--- config.mk ---
export PLATFORM = sky130hd
export DESIGN_NAME = cp0_unit
export DESIGN_NICKNAME = d
export VERILOG_FILES = /design/src/rtl/cp0_unit.sv
export SDC_FILE = /design/constraint.sdc
export NUM_CORES = 1
export LEC_CHECK = 0
export CAP_MARGIN = 10
export CORE_MARGIN = 3
export CORE_UTILIZATION = 41
export DETAILED_ROUTE_END_ITERATION = 16
export PLACE_DENSITY_LB_ADDON = 0.08
export RECOVER_POWER = 25
export SYNTH_ARGS = -nofsm -noshare
export SYNTH_HDL_FRONTEND = slang
export SYNTH_SLANG_ARGS = --single-unit
--- constraint.sdc ---
create_clock -name clk -period 2.8 [get_ports clk]
set_input_delay 0.42 -clock clk [delete_from_list [all_inputs] [get_ports clk]]
set_output_delay 0.42 -clock clk [all_outputs]
set_load 0.02 [all_outputs]
--- src/rtl/cp0_unit.sv ---
// Coprocessor-0 for the pipelined MIPS core: SR/Cause/EPC/PRId, interrupt/exception
// arbitration, redirect request and eret target. Define CP0_COUNT_EN to add Count/Compare.
module cp0_unit #(
  parameter logic [31:0] PRID_VALUE   = 32'h0000_0007,
  parameter logic [31:0] HANDLER_ADDR = 32'h0000_4180
) (
  input  logic        clk,
  input  logic        reset_n,
  input  logic [4:0]  cp0_addr,
  input  logic [31:0] cp0_wdata,
  input  logic        cp0_we,
  output logic [31:0] cp0_rdata,
  input  logic [31:0] pc_m,
  input  logic        bd_m,
  input  logic [4:0]  exc_code_m,
  input  logic        eret_m,
  input  logic [5:0]  hw_int,
  output logic        req,
  output logic [31:0] handler_pc,
  output logic [31:0] epc_out
);

  localparam logic [4:0] AddrCount   = 5'd9;
  localparam logic [4:0] AddrCompare = 5'd11;
  localparam logic [4:0] AddrSr      = 5'd12;
  localparam logic [4:0] AddrCause   = 5'd13;
  localparam logic [4:0] AddrEpc     = 5'd14;
  localparam logic [4:0] AddrPrid    = 5'd15;

  // SR fields
  logic [5:0]  im_q, im_d;
  logic        exl_q, exl_d;
  logic        ie_q, ie_d;
  // Cause fields
  logic        cause_bd_q, cause_bd_d;
  logic [5:0]  ip_q, ip_d;
  logic [4:0]  exc_code_q, exc_code_d;
  // EPC
  logic [31:0] epc_q, epc_d;

  logic        timer_pend;
  logic [5:0]  ip_next;
  logic        int_req;
  logic        exc_req;
  logic        take;
  logic        wr_en;
  logic [31:0] epc_target;
  logic [31:0] sr_word;
  logic [31:0] cause_word;

`ifdef CP0_COUNT_EN
  logic [31:0] count_q, count_d;
  logic [31:0] compare_q, compare_d;
  logic        timer_q, timer_d;

  assign timer_pend = timer_q;
`else
  assign timer_pend = 1'b0;
`endif

  // Request arbitration: interrupts win over synchronous exceptions; EXL masks both.
  assign ip_next    = hw_int | {timer_pend, 5'b0_0000};
  assign int_req    = (|(ip_next & im_q)) & ie_q & ~exl_q;
  assign exc_req    = (exc_code_m != 5'd0) & ~exl_q;
  assign take       = int_req | exc_req;
  assign req        = take & reset_n;
  assign wr_en      = cp0_we & ~take;
  assign epc_target = bd_m ? (pc_m - 32'd4) : pc_m;
  assign handler_pc = HANDLER_ADDR;

  // Forward an in-flight mtc0 EPC so an eret in the same cycle sees the new target.
  always_comb begin
    epc_out = epc_q;
    if (cp0_we && (cp0_addr == AddrEpc)) begin
      epc_out = {cp0_wdata[31:2], 2'b00};
    end
    if (!reset_n) begin
      epc_out = 32'd0;
    end
  end

  assign sr_word    = {16'd0, im_q, 8'd0, exl_q, ie_q};
  assign cause_word = {cause_bd_q, 15'd0, ip_q | {timer_pend, 5'b0_0000}, 3'd0, exc_code_q, 2'd0};

  always_comb begin
    cp0_rdata = 32'd0;
    case (cp0_addr)
      AddrSr:      cp0_rdata = sr_word;
      AddrCause:   cp0_rdata = cause_word;
      AddrEpc:     cp0_rdata = epc_q;
      AddrPrid:    cp0_rdata = PRID_VALUE;
`ifdef CP0_COUNT_EN
      AddrCount:   cp0_rdata = count_q;
      AddrCompare: cp0_rdata = compare_q;
`endif
      default:     cp0_rdata = 32'd0;
    endcase
  end

  always_comb begin
    im_d       = im_q;
    exl_d      = exl_q;
    ie_d       = ie_q;
    cause_bd_d = cause_bd_q;
    exc_code_d = exc_code_q;
    epc_d      = epc_q;
    ip_d       = hw_int;

    if (take) begin
      exl_d      = 1'b1;
      cause_bd_d = bd_m;
      exc_code_d = int_req ? 5'd0 : exc_code_m;
      epc_d      = {epc_target[31:2], 2'b00};
    end else begin
      if (eret_m) begin
        exl_d = 1'b0;
      end
      if (wr_en) begin
        case (cp0_addr)
          AddrSr: begin
            im_d  = cp0_wdata[15:10];
            exl_d = cp0_wdata[1];
            ie_d  = cp0_wdata[0];
          end
          AddrEpc: epc_d = {cp0_wdata[31:2], 2'b00};
          default: ;
        endcase
      end
    end
  end

`ifdef CP0_COUNT_EN
  // Timer: pending latches on a Count/Compare match and is only cleared by writing Compare.
  always_comb begin
    count_d   = count_q + 32'd1;
    compare_d = compare_q;
    timer_d   = timer_q | ((count_q == compare_q) && (compare_q != 32'd0));
    if (wr_en && (cp0_addr == AddrCount)) begin
      count_d = cp0_wdata;
    end
    if (wr_en && (cp0_addr == AddrCompare)) begin
      compare_d = cp0_wdata;
      timer_d   = 1'b0;
    end
  end

  always_ff @(posedge clk or negedge reset_n) begin
    if (!reset_n) begin
      count_q   <= 32'd0;
      compare_q <= 32'd0;
      timer_q   <= 1'b0;
    end else begin
      count_q   <= count_d;
      compare_q <= compare_d;
      timer_q   <= timer_d;
    end
  end
`endif

  always_ff @(posedge clk or negedge reset_n) begin
    if (!reset_n) begin
      im_q       <= 6'd0;
      exl_q      <= 1'b0;
      ie_q       <= 1'b0;
      cause_bd_q <= 1'b0;
      ip_q       <= 6'd0;
      exc_code_q <= 5'd0;
      epc_q      <= 32'd0;
    end else begin
      im_q       <= im_d;
      exl_q      <= exl_d;
      ie_q       <= ie_d;
      cause_bd_q <= cause_bd_d;
      ip_q       <= ip_d;
      exc_code_q <= exc_code_d;
      epc_q      <= epc_d;
    end
  end

endmodule

==> results <==
worst max-delay path, stage by stage:
cell,delay (ns)
clkdlybuf4s50_1,0.48
nor2b_1,0.16
nor2b_2,0.22
buf_6,0.20
and2_1,0.15
clkdlybuf4s50_1,0.62
area by class of cell:
class                           instances  area [µm²]  area share [%]
Clock inverter                          3        21.3           0.387
Sequential cell                        50        1250            22.8
Inverter                                4        15.0           0.273
Multi-Input combinational cell        323        2220            40.4
Timing Repair Buffer                  193        1790            32.5
Tap cell                              105         131            2.39
Clock buffer                            5        68.8            1.25
power breakdown:
group / internal [mW] / total, mW / switching [mW]
Sequential: 1.02 / 1.19 / 0.171
Clock: 0.176 / 0.433 / 0.256
Combinational: 0.857 / 1.72 / 0.860
kinds of logic after synthesis:
family / after synthesis
compound gates: 38
xor+xnor: 27
fa+ha+maj: 1
buf+inv: 57
flops: 50
mux: 63
other cells: 2
simple gates: 160
timing repair:
| item | in CTS | in global routing |
|---|---|---|
| hold endpoints to repair | 0 | 0 |
| resized for setup | 31 | 3 |
| endpoints found under the setup margin | 31 | 25 |
| pin swaps | 0 | 0 |
| cloned | 0 | 0 |
Yosys cell counts (2+ instances only):
library cell	instances
mux2_2	7
nand3b_1	3
mux2i_1	56
and2_1	19
a21oi_1	18
buf_2	8
o21ai_0	2
inv_1	4
nor3_1	4
nor2_1	37
clkbuf_1	11
nand2_1	24
xnor2_1	8
or4_1	4
nand3_1	15
a22oi_1	7
xor2_1	19
dfrtp_1	50
a22o_1	3
nand4b_1	2
buf_4	34
nor4b_4	2
nor2b_1	34
conb_1	2
nor4_4	2
nor4_1	5
routing by layer:
layer | GRT usage, % | wire [µm]
met4 | 3.01 | 67
met3 | 4.36 | 668
met5 | 0 | 0
met2 | 34.0 | 4910
met1 | 25.1 | 4380
sequential cells by signal, indices dropped and copies added, names as in the netlist:
register and count:
exl_q 1, ip_q 6, ie_q 1, im_q 6
exc_code_q 5, epc_q 30, cause_bd_q 1
worst max path at each step:
stage                     to  slack [ns]
2_1_floorplan            req        0.54
3_3_place_gp     epc_out[31]       -0.15
3_5_place_dp     epc_out[31]       -0.15
4_1_cts                  req        0.02
5_1_grt        cp0_rdata[15]        0.01
6_report        cp0_rdata[7]        0.14
==> impl_metrics.py <==
metrics = {
    "status": {
        "outcome": "complete, no violations",
    },
    "clock_network": {
        "cts_buffer_depth": 2,
        "clkSinkCount": 50,
        "clkLatencyLatePin_ns": 0.30,
        "cts_hold_buf": 0,
        "cts_tree": "built",
        "numCtsBuffers": 5,
        "clk_root_buffer_cell": "clkbuf_8",
        "h-tree-depth": 2,
        "post_cts_buffers": 0,
        "clkTransAtPathRegs_ns": 0.10,
    },
    "yosys": {
        "synth_top_family_by_area": "simple AND/OR/NAND/NOR gates",
        "synthTopCellsByArea": "dfrtp_1 (34%), mux2i_1 (15%), buf_4 (6.9%)",
        "ys_warn_count": 0,
        "netlist.area_leader.share_pct": 34.0,
        "synth_enable_flop_cells": 0,
        "synth_fa_ha_area_share_pct": 0.340,
        "synth-simple-area-share_pct": 25.3,
        "avgSynthCellArea_um2": 9.26,
        "synth_compound_area_share_pct": 6.89,
        "syn_area_mm2": 0.00368,
        "ys.flop_type": "dfrtp_1",
        "yosysTopAreaCell": "dfrtp_1",
        "synth_cells": 398,
        "ys_ff_latch": 50,
        "synth_xor_area_share_pct": 6.42,
        "ys_seq_area_share_pct": 34.0,
        "synth_mux_area_share_pct": 17.4,
        "async_reset_ff_share_pct": 100,
        "yosys.cell_types.count": 44,
    },
    "drt": {
        "ant_nets": 0,
        "via_per_inst": 4.87,
        "wl_per_cell_um": 14.7,
        "wirelength_mm": 10.0,
        "dr.first_iter.drc_count": 66,
        "drc": 0,
        "vias": 3326,
        "drt_first_pass_iters": 4,
    },
    "critical_path": {
        "critPathMaxFanout": 18,
        "crit_path_end_kind": "output pin",
        "critPathLaunch": "cp0_addr[1]",
        "worstSetupStartpointType": "input pin",
        "r2r_end": "ie_q$_DFFE_PN0P_",
        "arrival_ns": 2.24,
        "r2r-start": "im_q[0]$_DFFE_PN0P_",
        "setup.worst_path.class": "input pin to output pin",
        "ff2ff_setup_slack_ns": 0.64,
        "required_ns": 2.38,
        "reg2regPathDepth": 6,
    },
    "floorplan": {
        "chipWidth_um": 101,
        "die_y_um": 101,
        "start_util_pct": 43.5,
        "die_area_mm2": 0.0102,
        "design.core.area_mm2": 0.00846,
        "ioPinCount": 182,
        "num_rows": 33,
    },
    "placed_design": {
        "port-buffer-count": 145,
        "placedCellCount": 675,
        "dpl.hpwl_mm": 8.03,
        "gp_congestion": 0.797,
        "dpl_worst_slack_ns": -0.154,
        "dpl_cell_area_mm2": 0.00543,
    },
    "timing": {
        "final.setup.tns_ns": 0,
        "post-route-period-util_pct": 94.9,
        "whs_ns": 0.148,
        "fin_crit_ns": 2.66,
        "fin_ws_ns": 0.142,
        "slew_headroom_pct": 65.7,
        "worstMarginPinSlew_ns": 0.508,
        "finalSetupViolations": 0,
        "hold_viol": 0,
        "maxSlewViolCount": 0,
        "rsz0062_at_grt": "no",
        "fin_skew_ns": 0.00538,
        "max_freq_mhz": 376,
    },
    "cells_and_area": {
        "finish.utilization_pct": 64.9,
        "stdcell_area_mm2": 0.00549,
        "nets": 663,
        "area_growth_pct": 49.0,
        "drive_above_1_share_pct": 13.1,
        "final_common_cell": "clkdlybuf4s50_1",
        "fillerInstances": 778,
        "layoutNonFillerInstCount": 683,
        "final_cell_mix": "clkdlybuf4s50_1 (113), mux2i_1 (56), dfrtp_1 (50), buf_4 (46), nor2_1 (36)",
        "antenna_cells": 0,
    },
    "power": {
        "p_per_area_mw_per_mm2": 609,
        "finalPower_mw": 3.34,
        "ir_worst_vdd_uv": 388,
        "power_leakage_nw": 2.60,
    },
    "global_route": {
        "grt_max_degree": 82,
        "overflow": 0,
        "grt_pass1_wl_mm": 16.0,
        "grt_pass1_vias": 3340,
        "grt_usage_pct": 19.5,
        "antenna_found_initial": 0,
    },
    "flow_run": {
        "max_cap_viol_count": 0,
    },
    "hold_path": {
        "hold_path_class": "input pin to async pin",
    },
}
(Power assumes the default switching activity.)
